## config.mk

```make
export PLATFORM = sky130hd
export DESIGN_NAME = pat_det_mod
export DESIGN_NICKNAME = d
export VERILOG_FILES = /design/src/rtl/pat_det_mod.sv
export SDC_FILE = /design/constraint.sdc
export NUM_CORES = 1
export LEC_CHECK = 0
export CAP_MARGIN = 20
export CORE_UTILIZATION = 54
export DETAILED_ROUTE_END_ITERATION = 10
export PLACE_DENSITY = 0.77
export SLEW_MARGIN = 25
export SYNTH_ARGS = -nofsm -noshare
export SYNTH_HDL_FRONTEND = slang
export SYNTH_SLANG_ARGS = --single-unit
export TNS_END_PERCENT = 5
```

## constraint.sdc

```tcl
create_clock -name clk -period 2.3 [get_ports clk]
set_clock_uncertainty 0.05 [all_clocks]
set_input_delay 0.46 -clock clk [delete_from_list [all_inputs] [get_ports clk]]
set_output_delay 0.46 -clock clk [all_outputs]
set_load 0.02 [all_outputs]
```

## src/rtl/pat_det_mod.sv

```systemverilog
// pat_det_mod: serial pattern detector and deserializer with saturating match counter.
// Define PAT_MASK_EN to add pat_mask_in, a per-bit compare mask (0 = don't care).
module pat_det_mod #(
  parameter int WIDTH = 8,
  parameter int CNT_W = 8
) (
  input  logic             clk,
  input  logic             rst,
  input  logic             bit_vld,
  input  logic             bit_in,
  input  logic             dir,
  input  logic             pat_ld,
  input  logic [WIDTH-1:0] pat_in,
`ifdef PAT_MASK_EN
  input  logic [WIDTH-1:0] pat_mask_in,
`endif
  input  logic             clr_cnt,
  output logic             armed,
  output logic             match,
  output logic             word_vld,
  output logic [WIDTH-1:0] word_out,
  output logic [CNT_W-1:0] match_cnt
);
  localparam int FW = $clog2(WIDTH + 1);
  localparam logic [FW-1:0] FULL = FW'(WIDTH);
  localparam logic [FW-1:0] LAST = FW'(WIDTH - 1);
  typedef enum logic [1:0] {IDLE, FILL, HUNT} state_t;
  state_t state, state_nxt;
  logic [WIDTH-1:0] hist, hist_nxt, pattern, mask;
  logic [FW-1:0] fill, fill_nxt, bitcnt, bitcnt_nxt;
  logic dir_q, restart, accept, match_nxt, word_nxt;
  // A direction flip starts a new stream: the accepted bit becomes the first of it.
  always_comb begin
    accept = bit_vld && !pat_ld;
    restart = dir != dir_q;
    hist_nxt = dir ? {bit_in, hist[WIDTH-1:1]} : {hist[WIDTH-2:0], bit_in};
    fill_nxt = restart ? FW'(1) : (fill == FULL ? FULL : fill + FW'(1));
    bitcnt_nxt = restart ? FW'(1) : (bitcnt == LAST ? '0 : bitcnt + FW'(1));
    match_nxt = accept && state != IDLE && fill_nxt == FULL && ((hist_nxt ^ pattern) & mask) == '0;
    word_nxt = accept && bitcnt_nxt == '0;
    state_nxt = pat_ld ? FILL : (accept && state != IDLE) ? (fill_nxt == FULL ? HUNT : FILL) : state;
  end
  always_ff @(posedge clk) begin
    if (rst) begin
      state <= IDLE;
      hist <= '0;
      pattern <= '0;
      fill <= '0;
      bitcnt <= '0;
      dir_q <= 1'b0;
      match <= 1'b0;
      word_vld <= 1'b0;
      word_out <= '0;
      match_cnt <= '0;
    end else begin
      state <= state_nxt;
      match <= match_nxt;
      word_vld <= word_nxt;
      match_cnt <= clr_cnt ? '0 : (match && match_cnt != '1) ? match_cnt + CNT_W'(1) : match_cnt;
      if (pat_ld) begin
        pattern <= pat_in;
        fill <= '0;
      end else if (bit_vld) begin
        hist <= hist_nxt;
        fill <= fill_nxt;
        bitcnt <= bitcnt_nxt;
        dir_q <= dir;
      end
      if (word_nxt) word_out <= hist_nxt;
    end
  end
`ifdef PAT_MASK_EN
  always_ff @(posedge clk) begin
    if (rst) mask <= '1;
    else if (pat_ld) mask <= pat_mask_in;
  end
`else
  assign mask = '1;
`endif
  assign armed = state == HUNT;
endmodule

```

==> metrics.md, run 1 <==
| Metric | Value |
|---|---|
| Setup-failing EPs final | `0` |
| Async set or reset register ratio after synthesis | `0%` |
| Initial antenna violation count | `0` |
| Nets | `305` |
| Longest Clk Path Bufs | `2` |
| Synth area leaders | `dfxtp_1 (39%), mux2i_1 (8.8%), nor2_1 (5.9%)` |
| Final period util | `~88%` |
| Clock power frac | `between 30% and 40%` |
| MaxCap Viol Count | `0` |
| Worst vdd ir | `484.0 uV` |
| Post-synthesis sequential area ratio | `39.45%` |
| Commonest non-fill, non-tap cell in the layout | `dfxtp_1` |
| Worst slew pin tran | `~0.47 ns` |
| Worst-Skew Late Latency | `approximately 0.29 ns` |
| Combinational power share | `between 10% and 20%` |
| EDFF count, synth | `0` |
| Critical Path Sink Type | `flip-flop` |
| CP max FO | `6` |
| Vert. Die Dim | `about 67 um` |
| Post-detail-place hpwl | `roughly 3.2 mm` |
| IO Count | `34` |
| Sink Count | `45` |
| P_sw | `between 0.3 and 0.4 mW` |
| Drt wl/cell | `between 10 and 15 um` |
| Crit Path Class | `in -> reg` |
| Post-CTS Setup Inserts | `0` |
| Hold crit path type | `reg -> reg` |
| # hold bufs at CTS | `0` |
| Commonest cells after routing, fill and taps aside | `dfxtp_1 (45), nor2_1 (36), clkdlybuf4s50_1 (33)` |
| DRT Wirelength | `around 4.4 mm` |
| RSZ-0062 raised after global routing | `false` |
| Via count | `~1,800` |
| Synth unique cells | `between 40 and 50` |
| Antenna Nets Post-Route | `0` |
| Syn_nets | `about 270` |
| Vias in the first global route | `between 1,500 and 2,000` |
| FP Rows | `23` |
| Number of diodes | `0` |
| Final Max Tran Viols | `0` |
| CTS resizes | `0` |
| Post-synthesis cell count | `247` |
| Max Fclk | `between 0.4 and 0.5 GHz` |
| Layout cells sized above 1 | `roughly 11%` |
| CP required | `between 2 and 2.5 ns` |
| Clock Tree Root | `clkbuf_8` |
| Leakage | `around 1.1 nW` |
| Sequential power share | `between 50% and 60%` |
| Total CTS buffers | `5` |
| Worst Path Arrival | `approximately 2.2 ns` |
| # DRC | `0` |
| Core area | `0.004029 mm2` |
| Synthesis-stage register bit count | `45` |
| Switching part of the total | `a little under a quarter` |
| RD Place Congestion | `around 0.78` |
| Synth Cell Area | `approximately 0.0023 mm2` |
| CTS tree | `done` |
| H-tree depth | `2` |
| Total chip power | `about 1.6 mW` |
| Initial Utilization | `56.68%` |
| Grt total ovfl | `0` |
| Top_reg_cell synth | `dfxtp_1` |
| Area of the multi-input gates | `about 0.0013 mm2` |
| Final min period | `about 2 ns` |
| DR iter-0 viols | `100` |
| DIE WIDTH | `roughly 67 um` |
| Pwr dens | `about 580 mW/mm2` |
| Area leader, netlist | `dfxtp_1` |
| Synthesis-to-finish area growth | `24.11%` |
| Avg Cell Area, Syn | `a little over 9 um2` |
| Fin. Hold Viols | `0` |
| Crit path launch type | `primary input` |
| Largest net degree at the start of global routing | `23` |
| Total die area | `around 0.0045 mm2` |
| Filler cells | `332` |
| FF+latch area | `roughly 900 um2` |
| Internal power | `approximately 1.3 mW` |
| Run status | `finished clean` |
| Synth Warn # | `0` |
| CTS clock-pin slew for the worst setup and hold paths | `~0.080 ns` |
| DRT Pass-1 Iters | `4` |
| Max-slew headroom | `68.56%` |
| First-pass GRT wire length | `between 7 and 8 mm` |
| I/O Buffers | `33` |
| DR vias/cell | `between 5 and 6` |
| Setup TNS | `0 ns` |
| Overall routing resource usage | `between 20% and 30%` |
| Top-area cell type share of the netlist area | `between 30 and 40%` |
==> sequential cells by signal, summed over array words and instances (netlist names) <==
register and flops:
word_vld 1, fill 4, word_out 8, state 2, hist 8, pattern 8
dir_q 1, bitcnt 4, match_cnt 8, match 1
==> worst max-delay path, stage by stage <==
cell and delay, ns:
clkdlybuf4s50_1 0.47, buf_4 0.18, buf_4 0.17, mux2i_1 0.24, xnor2_1 0.11, a2111o_1 0.30
nor4_2 0.25
==> cell usage after synthesis, drive strengths merged (8+ instances only) <==
library cell  number
a211oi             8
a21oi             11
clkbuf             8
dfxtp             45
inv                9
mux2               8
mux2i             21
nand2             10
nor2              36
nor2b             11
xnor2              8
xor2               9
==> logic make-up after synthesis <==
group                      count (synthesis)  share of synthesized area [%]
and+or+nand+nor                           85                          18.52
DFF                                       45                          39.45
AOI/OAI and AO/OA                         44                          12.99
muxes                                     29                          15.01
buffers and inverters                     23                          4.493
xor gates and xnor gates                  17                          7.343
adders and majority gates                  4                          2.192
==> per-stage QoR <==
stage | area (um2) | setup WS, ns | util, % | hold slack [ns] | cells
floorplan | 2283 | 0.5541 | - | 0.4030 | 247
global placement | 2718 | 0.05242 | 67.45 | 0.4184 | 329
detailed placement | 2718 | 0.03253 | 67.45 | 0.4332 | 329
CTS | 2834 | 0.3064 | 70.34 | 0.4491 | 337
global route | 2834 | 0.1627 | 70.34 | 0.4643 | 337
finish | 2834 | 0.2874 | 70.34 | 0.4436 | 337
==> area by class of cell <==
type                       count  share of cell area (%)
clock buffer                   7                   3.046
timing repair buffer          46                   15.54
clock inverter                 1                   1.060
inverter                       9                   1.192
multi-input combinational    179                   45.17
tap                           50                   2.208
sequential                    45                   31.79
==> power by group through the flow <==
stage	clock network, mW	registers, mW	logic (mW)
global route	0.660	0.832	0.217
floorplan	0	0.841	0.131
detailed placement	0	0.847	0.195
global placement	0	0.846	0.192
finish	0.613	0.828	0.195
CTS	0.637	0.828	0.197
==> metal layers <==
layer / wire length (um) / track usage [%] / vias up
li1: - / - / 949
met1: 2113 / 27.16 / 851
met2: 2122 / 36.13 / 20
met3: 113 / 5.651 / 4
met4: 42 / 6.383 / 0
met5: 0 / 0 / -
==> path summary, 6_finish.rpt <==
check | from | endpoint | slack, ns | depth (start not counted)
worst max-delay path | dir | match | 0.29 | 7
worst min-delay path | bitcnt[3] | bitcnt[3] | 0.44 | 2
worst max register to register | bitcnt[0] | word_out[7] | 0.44 | 6
worst min register to register | bitcnt[3] | bitcnt[3] | 0.44 | 2
Note: power is estimated with default switching activity, not from simulation.
==> run 2: changes to the inputs <==
CORE_ASPECT_RATIO = 1.2   (was unset)
==> run 2 against run 1 <==
Compared with the run above:
- largest power group unchanged
- maximum frequency up 3.3%
- final area down 0.71%
- clock power is 20% lower
- sequential share of layout area grew 0.23 points
- largest cell class unchanged
- wire length up 4.7%
- combinational power is essentially flat
==> metrics.md, run 2 (synthesis gave the netlist of run 1 again) <==
| Metric | Value |
|---|---|
| Run status | `finished clean (unchanged)` |
| Critical Path Sink Type | `output pin (was flip-flop)` |
| CP delay by family, top | `buffers and inverters (unchanged)` |
| Sequential power share | `54.5% (was 50.6%)` |
| First-pass GRT wire length | `7.389 mm (was 7.314 mm)` |
| Core area | `0.004004 mm2 (was 0.004029 mm2)` |
| CTS resizes | `0 (unchanged)` |
| CTS clock-pin slew for the worst setup and hold paths | `0.08 ns (about the same)` |
| Met1 Track Usage GR | `25.25% (was 27.16%)` |
| Placed inst area | `0.002728 mm2 (was 0.002718 mm2)` |
| Worst reg2reg setup slack | `0.42 ns (was 0.44 ns)` |
| Synthesis-to-finish area growth | `23.23% (was 24.11%)` |
| Non-Filler Cell Area, Final | `0.002814 mm2 (was 0.002834 mm2)` |
| Worst slew pin tran | `0.4102 ns (was 0.4677 ns)` |
| CTS tree | `done (unchanged)` |
| DIE WIDTH | `61.36 um (was 67.03 um)` |
| Critical Path Source | `match_cnt[7] (was dir)` |
| CP Depth | `1 (was 7)` |
| Final period util | `84.68% (was 87.50%)` |
| Clock Tree Root | `clkbuf_8 (unchanged)` |
| Filler cells | `370 (was 332)` |
| Met2 usage | `40.46% (was 36.13%)` |
| Grt total ovfl | `0 (unchanged)` |
| Combinational power share | `13.0% (was 11.9%)` |
| Crit path max-delay cell type | `clkdlybuf4s50_1 (unchanged)` |
| Worst Path Arrival | `1.44 ns (was 2.17 ns)` |
| Crit path launch type | `flip-flop (was primary input)` |
| Nets | `304 (was 305)` |
| Leakage | `1.108 nW (was 1.122 nW)` |
| Setup TNS | `0 ns (unchanged)` |
| Met3 Use GR | `5.319% (was 5.651%)` |
| DR iter-0 viols | `100 (unchanged)` |
| Drt wl/cell | `13.56 um (was 13.03 um)` |
| Pwr dens | `540.2 mW/mm2 (was 577.2 mW/mm2)` |
| RSZ-0062 raised after global routing | `false (unchanged)` |
| Critical path cell sequence | `clkdlybuf4s50_1 (was clkdlybuf4s50_1 -> buf_4 -> buf_4 -> mux2i_1 -> xnor2_1 -> a2111o_1 -> nor4_2)` |
| P_sw | `0.3783 mW (was 0.3794 mW)` |
| Internal power | `1.142 mW (was 1.256 mW)` |
| H-tree depth | `2 (unchanged)` |
| Post-detail-place hpwl | `3.368 mm (was 3.170 mm)` |
| # hold bufs at CTS | `0 (unchanged)` |
| Worst-Skew Late Latency | `0.30 ns (was 0.29 ns)` |
| Vias in the first global route | `1,710 (was 1,625)` |
| DRT Wirelength | `4.597 mm (was 4.391 mm)` |
| Hold crit path type | `reg -> reg (unchanged)` |
| Overall routing resource usage | `22.54% (was 21.73%)` |
| Worst vdd ir | `446.1 uV (was 484.0 uV)` |
| Clock power frac | `32.4% (was 37.5%)` |
| Worst R2R End | `word_out[1] (was word_out[7])` |
| Number of diodes | `0 (unchanged)` |
| CP Buf/Inv Count | `1 (was 3)` |
| Total CTS buffers | `5 (unchanged)` |
| I/O Buffers | `33 (unchanged)` |
| Vert. Die Dim | `73.24 um (was 67.03 um)` |
| MaxCap Viol Count | `0 (unchanged)` |
| DR vias/cell | `5.457 (was 5.412)` |
| Final Max Tran Viols | `0 (unchanged)` |
| Crit Path Class | `reg -> out (was in -> reg)` |
| Switching part of the total | `24.89% (was 23.19%)` |
| GR peak layer | `met2 (unchanged)` |
| Longest Clk Path Bufs | `2 (unchanged)` |
| Worst Setup EP | `match_cnt[7] (was match)` |
| CP required | `1.79 ns (was 2.46 ns)` |
| Post-CTS Setup Inserts | `0 (unchanged)` |
| Commonest cells after routing, fill and taps aside | `dfxtp_1 (45), nor2_1 (36), clkdlybuf4s50_1 (33) (unchanged)` |
| FP Rows | `25 (was 23)` |
| Largest net degree at the start of global routing | `28 (was 23)` |
| Max Fclk | `0.5135 GHz (was 0.4969 GHz)` |
| Total die area | `0.004494 mm2 (was 0.004492 mm2)` |
| Layout cells sized above 1 | `10.53% (was 11.15%)` |
| RD Place Congestion | `0.8172 (was 0.7752)` |
| Worst stage delay on the critical path | `0.66 ns (was 0.47 ns)` |
| Antenna Nets Post-Route | `0 (unchanged)` |
| # DRC | `0 (unchanged)` |
| Fin. Hold Viols | `0 (unchanged)` |
| R2R depth | `6 (unchanged)` |
| FF-to-FF Start | `bitcnt[0] (unchanged)` |
| IO Count | `34 (unchanged)` |
| Initial antenna violation count | `0 (unchanged)` |
| Commonest non-fill, non-tap cell in the layout | `dfxtp_1 (unchanged)` |
| Setup-failing EPs final | `0 (unchanged)` |
| Max-slew headroom | `72.42% (was 68.56%)` |
| Sink Count | `45 (unchanged)` |
| Initial Utilization | `57.03% (was 56.68%)` |
| Via count | `1,850 (was 1,824)` |
| Hold Crit Depth | `2 (unchanged)` |
| DRT Pass-1 Iters | `4 (unchanged)` |
| Final min period | `1.948 ns (was 2.013 ns)` |
| CP max FO | `9 (was 6)` |
-- run 2: area by class of cell --
class                      instances  area (um2)  area share [%]
clock buffer                       7       86.33           3.068
inverter                           9       33.78           1.201
multi-input combinational        179        1280           45.49
sequential                        45       900.9           32.01
tap                               54       67.56           2.401
timing repair buffer              45       445.4           15.83
-- run 2: per-layer routing --
layer / up-vias / part of all wire, %
met3: 5 / 2.8
met1: 869 / 44
li1: 948 / -
met5: - / 0
met4: 0 / 1.5
met2: 28 / 52
-- run 2: worst min path at each step --
| stage | end | startpoint | slack [ns] |
|---|---|---|---|
| 6_report | bitcnt[3] | bitcnt[3] | 0.43 |
| 5_1_grt | bitcnt[1] | bitcnt[1] | 0.48 |
| 4_1_cts | bitcnt[3] | bitcnt[3] | 0.44 |
| 3_5_place_dp | bitcnt[3] | bitcnt[3] | 0.42 |
| 3_3_place_gp | bitcnt[3] | bitcnt[3] | 0.42 |
| 2_1_floorplan | bitcnt[3] | bitcnt[3] | 0.40 |
-- run 2: power by group through the flow --
stage          Sequential, mW  Combinational, mW  Clock (mW)
2_1_floorplan           0.841              0.131           0
3_3_place_gp            0.846              0.193           0
3_5_place_dp            0.847              0.198           0
4_1_cts                 0.829              0.200       0.502
5_1_grt                 0.832              0.216       0.529
6_report                0.829              0.198       0.493
-- run 2: metrics by stage --
step | hold WS (ns) | total power [mW] | util (%) | std cells | setup WS (ns)
5_1_grt | 0.4797 | 1.577 | 70.28 | 339 | 0.2619
2_1_floorplan | 0.4030 | 0.9722 | - | 247 | 0.5541
6_report | 0.4350 | 1.520 | 70.28 | 339 | 0.3524
3_3_place_gp | 0.4201 | 1.039 | 68.13 | 332 | 0.06859
3_5_place_dp | 0.4241 | 1.045 | 68.13 | 332 | 0.04575
4_1_cts | 0.4383 | 1.531 | 70.28 | 339 | 0.3548
==> run 3: changes to the inputs <==
clock period = 1.8 ns   (was 2.3 ns; I/O delays follow)
==> run 3 against run 2 <==
Compared with the run above:
- non-clock buffer count grew 17
- worst hold slack gained 0.011 ns
- clock power grew 61%
- highest routed layer unchanged
==> metrics.md, run 3 (synthesis gave the netlist of run 1 again) <==
| Metric | Value |
|---|---|
| Final Max Tran Viols | `0 (unchanged)` |
| Worst vdd ir | `574.6 uV (was 446.1 uV)` |
| Sink Count | `45 (unchanged)` |
| Commonest non-fill, non-tap cell in the layout | `dfxtp_1 (unchanged)` |
| RD Place Congestion | `0.8053 (was 0.8172)` |
| Nets | `321 (was 304)` |
| Setup TNS | `0 ns (unchanged)` |
| First-pass GRT wire length | `7.728 mm (was 7.389 mm)` |
| Number of diodes | `0 (unchanged)` |
| Final period util | `97.31%` |
| # DRC | `0 (unchanged)` |
| Synthesis-to-finish area growth | `32.33% (was 23.23%)` |
| DRT Wirelength | `4.954 mm (was 4.597 mm)` |
| Setup-failing EPs final | `0 (unchanged)` |
| Inst Count DP | `343 (was 332)` |
| CP required | `1.39 ns (was 1.79 ns)` |
| Crit path max-delay cell type | `clkdlybuf4s50_1 (unchanged)` |
| Vias in the first global route | `1,767 (was 1,710)` |
| FP Rows | `25 (unchanged)` |
| Max-slew headroom | `71.45% (was 72.42%)` |
| DR vias/cell | `5.443 (was 5.457)` |
| RSZ-0062 raised after global routing | `true (was false)` |
| Layout cells sized above 1 | `18.48% (was 10.53%)` |
| DRT Pass-1 Iters | `4 (unchanged)` |
| Pwr dens | `713.2 mW/mm2 (was 540.2 mW/mm2)` |
| Core area | `0.004004 mm2 (unchanged)` |
| Max Fclk | `about 0.57 GHz` |
| Total CTS buffers | `5 (unchanged)` |
| Worst Path Arrival | `1.34 ns (was 1.44 ns)` |
| MaxCap Viol Count | `0 (unchanged)` |
| Post-detail-place hpwl | `3.466 mm (was 3.368 mm)` |
| Worst stage delay on the critical path | `0.63 ns (was 0.66 ns)` |
| Cell Count, Final, Fillers Out | `357 (was 339)` |
| DIE WIDTH | `61.36 um (unchanged)` |
| Worst-Skew Late Latency | `0.30 ns (about the same)` |
| Overall routing resource usage | `23.20% (was 22.54%)` |
| Via count | `1,943 (was 1,850)` |
| DR iter-0 viols | `168 (was 100)` |
| Initial antenna violation count | `0 (unchanged)` |
| Fin. Hold Viols | `0 (unchanged)` |
| H-tree depth | `2 (unchanged)` |
| Largest net degree at the start of global routing | `22 (was 28)` |
| Critical Path Sink Type | `output pin (unchanged)` |
| Worst slew pin tran | `0.4247 ns (was 0.4102 ns)` |
| Leakage | `1.271 nW (was 1.108 nW)` |
| Crit path launch type | `flip-flop (unchanged)` |
| Hold_ws | `0.4460 ns (was 0.4350 ns)` |
| Initial Utilization | `57.03% (unchanged)` |
| CP Buf/Inv Count | `1 (unchanged)` |
| Longest Clk Path Bufs | `2 (unchanged)` |
| Drt wl/cell | `13.88 um (was 13.56 um)` |
| Hold crit path type | `in -> reg (was reg -> reg)` |
| CTS tree | `done (unchanged)` |
| Vert. Die Dim | `73.24 um (unchanged)` |
| IO Count | `34 (unchanged)` |
| CP delay by family, top | `buffers and inverters (unchanged)` |
| Crit Path Class | `reg -> out (unchanged)` |
| CTS clock-pin slew for the worst setup and hold paths | `0.08 ns (about the same)` |
| Final core occ | `75.47% (was 70.28%)` |
| Clock Tree Root | `clkbuf_8 (unchanged)` |
| Grt total ovfl | `0 (unchanged)` |
| I/O Buffers | `33 (unchanged)` |
| Commonest cells after routing, fill and taps aside | `dfxtp_1 (45), nor2_1 (36), clkdlybuf4s50_1 (26) (was dfxtp_1 (45), nor2_1 (36), clkdlybuf4s50_1 (33))` |
| Final min period | `~1.8 ns` |
| Run status | `finished clean (unchanged)` |
| # hold bufs at CTS | `0 (unchanged)` |
| Antenna Nets Post-Route | `0 (unchanged)` |
| Critical path cell sequence | `clkdlybuf4s50_1 (unchanged)` |
| CP max FO | `5 (was 9)` |
| Total die area | `0.004494 mm2 (unchanged)` |
run 3: changes by cell type in the layout (fill, tap and decap cells not counted), sizes merged:
cell / previous run / this run
clkbuf: 7 / 8
clkdlybuf4s50: 33 / 26
dlygate4sd2: 0 / 4
bufinv: 0 / 1
dlymetal6s2s: 0 / 3
buf: 12 / 28
run 3: path summary, 6_finish.rpt:
| check | from | end | slack, ns | cells past startpoint |
|---|---|---|---|---|
| max reg2reg | bitcnt[0] | word_out[4] | 0.07 | 6 |
| min reg2reg | bitcnt[3] | bitcnt[3] | 0.45 | 2 |
| max | match_cnt[5] | match_cnt[5] | 0.05 | 1 |
| min | dir | dir_q | 0.45 | 4 |
run 3: what timing repair did:
action / 4_1_cts / 5_1_grt
setup endpoints to repair: 13 / 13
setup buffers: 0 / 5
cloned: 0 / 1
pin swaps: 0 / 4
gates resized for setup: 8 / 10
run 3: routing by layer:
| metal | track usage [%] | vias up | routed length, um |
|---|---|---|---|
| met3 | 5.496 | 6 | 136 |
| met1 | 26.93 | 923 | 2149 |
| met4 | 7.160 | 0 | 62 |
| li1 | - | 980 | - |
| met5 | 0 | - | 0 |
| met2 | 41.18 | 34 | 2605 |
run 3: area by class of cell:
type                       count  area (um2)
clock buffer                   7       86.33
clock inverter                 1       30.03
fill                         326       982.2
inverter                       9       33.78
multi-input combinational    179        1311
sequential                    45       900.9
tap                           54       67.56
timing repair buffer          62       591.8
run 3: worst register-to-register path, cell delays in order, from the launching register on:
cell,delay [ns]
dfxtp_1,0.35
ha_2,0.21
and2_4,0.15
nand3_1,0.07
a211o_1,0.33
buf_12,0.16
mux2_4,0.30
run 3: through the flow:
step	power, mW	cell area (um2)	worst slack (ns)
final	2.155	3022	0.04841
after global routing	2.231	3022	-0.01163
after CTS	2.140	2923	-0.03860
after detailed placement	1.353	2798	-0.4168
after global placement	1.345	2798	-0.3602
after floorplan	1.242	2283	0.08423
run 3: power breakdown:
part	internal (mW)	total, mW	switching (mW)
Clock	0.453	0.794	0.341
Sequential	1.02	1.06	0.0359
Combinational	0.162	0.301	0.139
==> RTL edit: new RTL, flow settings as in run 3 <==
Add an input register stage for `bit_vld`, `bit_in`, `dir`, `pat_in` and `clr_cnt`, cleared by the reset; this delays them by one clock. The other inputs are not delayed to match.
--- a/src/rtl/pat_det_mod.sv
+++ b/src/rtl/pat_det_mod.sv
@@ -25,15 +25,38 @@
   localparam logic [FW-1:0] FULL = FW'(WIDTH);
   localparam logic [FW-1:0] LAST = FW'(WIDTH - 1);
   typedef enum logic [1:0] {IDLE, FILL, HUNT} state_t;
+
+  logic bit_vld_q;
+  logic bit_q;
+  logic dir_r;
+  logic [WIDTH-1:0] pat_q;
+  logic clr_cnt_q;
+
+  always_ff @(posedge clk) begin
+    if (rst) begin
+      bit_vld_q <= '0;
+      bit_q     <= '0;
+      dir_r     <= '0;
+      pat_q     <= '0;
+      clr_cnt_q <= '0;
+    end else begin
+      bit_vld_q <= bit_vld;
+      bit_q     <= bit_in;
+      dir_r     <= dir;
+      pat_q     <= pat_in;
+      clr_cnt_q <= clr_cnt;
+    end
+  end
+
   state_t state, state_nxt;
   logic [WIDTH-1:0] hist, hist_nxt, pattern, mask;
   logic [FW-1:0] fill, fill_nxt, bitcnt, bitcnt_nxt;
   logic dir_q, restart, accept, match_nxt, word_nxt;
   // A direction flip starts a new stream: the accepted bit becomes the first of it.
   always_comb begin
-    accept = bit_vld && !pat_ld;
-    restart = dir != dir_q;
-    hist_nxt = dir ? {bit_in, hist[WIDTH-1:1]} : {hist[WIDTH-2:0], bit_in};
+    accept = bit_vld_q && !pat_ld;
+    restart = dir_r != dir_q;
+    hist_nxt = dir_r ? {bit_q, hist[WIDTH-1:1]} : {hist[WIDTH-2:0], bit_q};
     fill_nxt = restart ? FW'(1) : (fill == FULL ? FULL : fill + FW'(1));
     bitcnt_nxt = restart ? FW'(1) : (bitcnt == LAST ? '0 : bitcnt + FW'(1));
     match_nxt = accept && state != IDLE && fill_nxt == FULL && ((hist_nxt ^ pattern) & mask) == '0;
@@ -56,15 +79,15 @@
       state <= state_nxt;
       match <= match_nxt;
       word_vld <= word_nxt;
-      match_cnt <= clr_cnt ? '0 : (match && match_cnt != '1) ? match_cnt + CNT_W'(1) : match_cnt;
+      match_cnt <= clr_cnt_q ? '0 : (match && match_cnt != '1) ? match_cnt + CNT_W'(1) : match_cnt;
       if (pat_ld) begin
-        pattern <= pat_in;
+        pattern <= pat_q;
         fill <= '0;
-      end else if (bit_vld) begin
+      end else if (bit_vld_q) begin
         hist <= hist_nxt;
         fill <= fill_nxt;
         bitcnt <= bitcnt_nxt;
-        dir_q <= dir;
+        dir_q <= dir_r;
       end
       if (word_nxt) word_out <= hist_nxt;
     end
Formal check against the unedited RTL: not equivalent (a bounded check fails within 10 cycles, from zero or initial values and one cycle with rst high).
==> RTL edit against run 3 <==
  * The flow now finishes with violations (negative setup slack)
  * Count of clock-buffer cells in the layout grew 4
  * Final area grew 6.6%
  * Total power grew 34%
  * Routed wire length shrank 0.89%
  * Hold slack lost 29 ps
  * Setup slack lost 57 ps
  * Synthesized area grew 8.1%
  * Combinational power shrank 29%
  * Via count grew 3.2%
  * Fmax shrank 3.1%
  * Register-to-register slack lost 80 ps
  * Sequential cell count grew 12
  * Die area grew 7.8%
  * Largest cell class unchanged
  * Largest power group is now the clock network
==> RTL edit: results <==
set metrics [dict create \
    status "finished with violations" \
    violations "negative setup slack" \
    track_usage_pct 22.27 \
    yosys.cell_types.count 41 \
    ctsResizeCount 7 \
    drt_iter0_drc 131 \
    fillCellCount 327 \
    placed_cells 363 \
    syn_nets 283 \
    wl_um 4910 \
    min_path_cells 2 \
    p_per_area_nw_per_um2 895.9 \
    grt.met1_usage_pct 26.52 \
    setup_viol 1 \
    seq_power_share_pct 45.7 \
    grt_max_degree 41 \
    arrival_ps 1980 \
    rr_startpoint "fill[1]$_SDFFE_PP0P_" \
    num_vias 2005 \
    met2_length_um 2477 \
    holdPathEnd "pattern[2]$_SDFFE_PP0P_" \
    drt-met1-wl_um 2196 \
    nets 337 \
    grt_pass1_wl_um 8411 \
    crit_family "simple AND/OR/NAND/NOR gates" \
    dp_hpwl_um 3294 \
    slowest_delay_ps 450 \
    synth_compound_area_share_pct 10.29 \
    htree_levels 3 \
    r2r_end "state[0]$_SDFFE_PP0P_" \
    grt_use_met2_pct 37.23 \
    power_frac_clock_pct 46.8 \
    cts_buffers 9 \
    hp-class "flop to flop" \
    synth_common_cells "dfxtp_1 (57), nor2_1 (38), nor2b_1 (23)" \
    synth_adder_area_share_pct 2.028 \
    final.setup.worst_slack_ps -8.178 \
    synth-seq-area-share_pct 46.25 \
    met3_length_um 120 \
    cp_slowest_cell "or4_4" \
]
## RTL edit: cell count changes after synthesis, sizes merged, moves of 2 or more
cell,before,now
xnor2,8,5
inv,9,5
nor2b,11,23
or4,1,3
dfxtp,45,57
o221ai,2,0
mux2i,21,17
nor3,3,6
nand2b,3,5
a221oi,2,0
nor2,36,38
## RTL edit: tightest hold or removal path, delay by kind of cell, from the launching register on
kind,cells,cell delay (ps)
simple gates,1,70
mux,1,60
flops,1,310
## RTL edit: area by class of cell
class	instances	area share (%)
multi-input cells	188	38.87
flip-flops and latches	57	35.50
repair buffers	57	15.77
clock buffers	11	4.699
clock inverters	5	2.408
well taps	56	2.175
inverters	5	0.5825
## RTL edit: stage by stage
stage / setup slack [ps] / hold WS, ps / power [mW]
detailed placement: -445.2 / 408.0 / 1.561
floorplan: -205.9 / 390.3 / 1.472
global placement: -398.1 / 398.0 / 1.559
global route: -73.26 / 465.9 / 2.995
finish: -8.178 / 417.1 / 2.886
CTS: -14.08 / 424.1 / 2.909
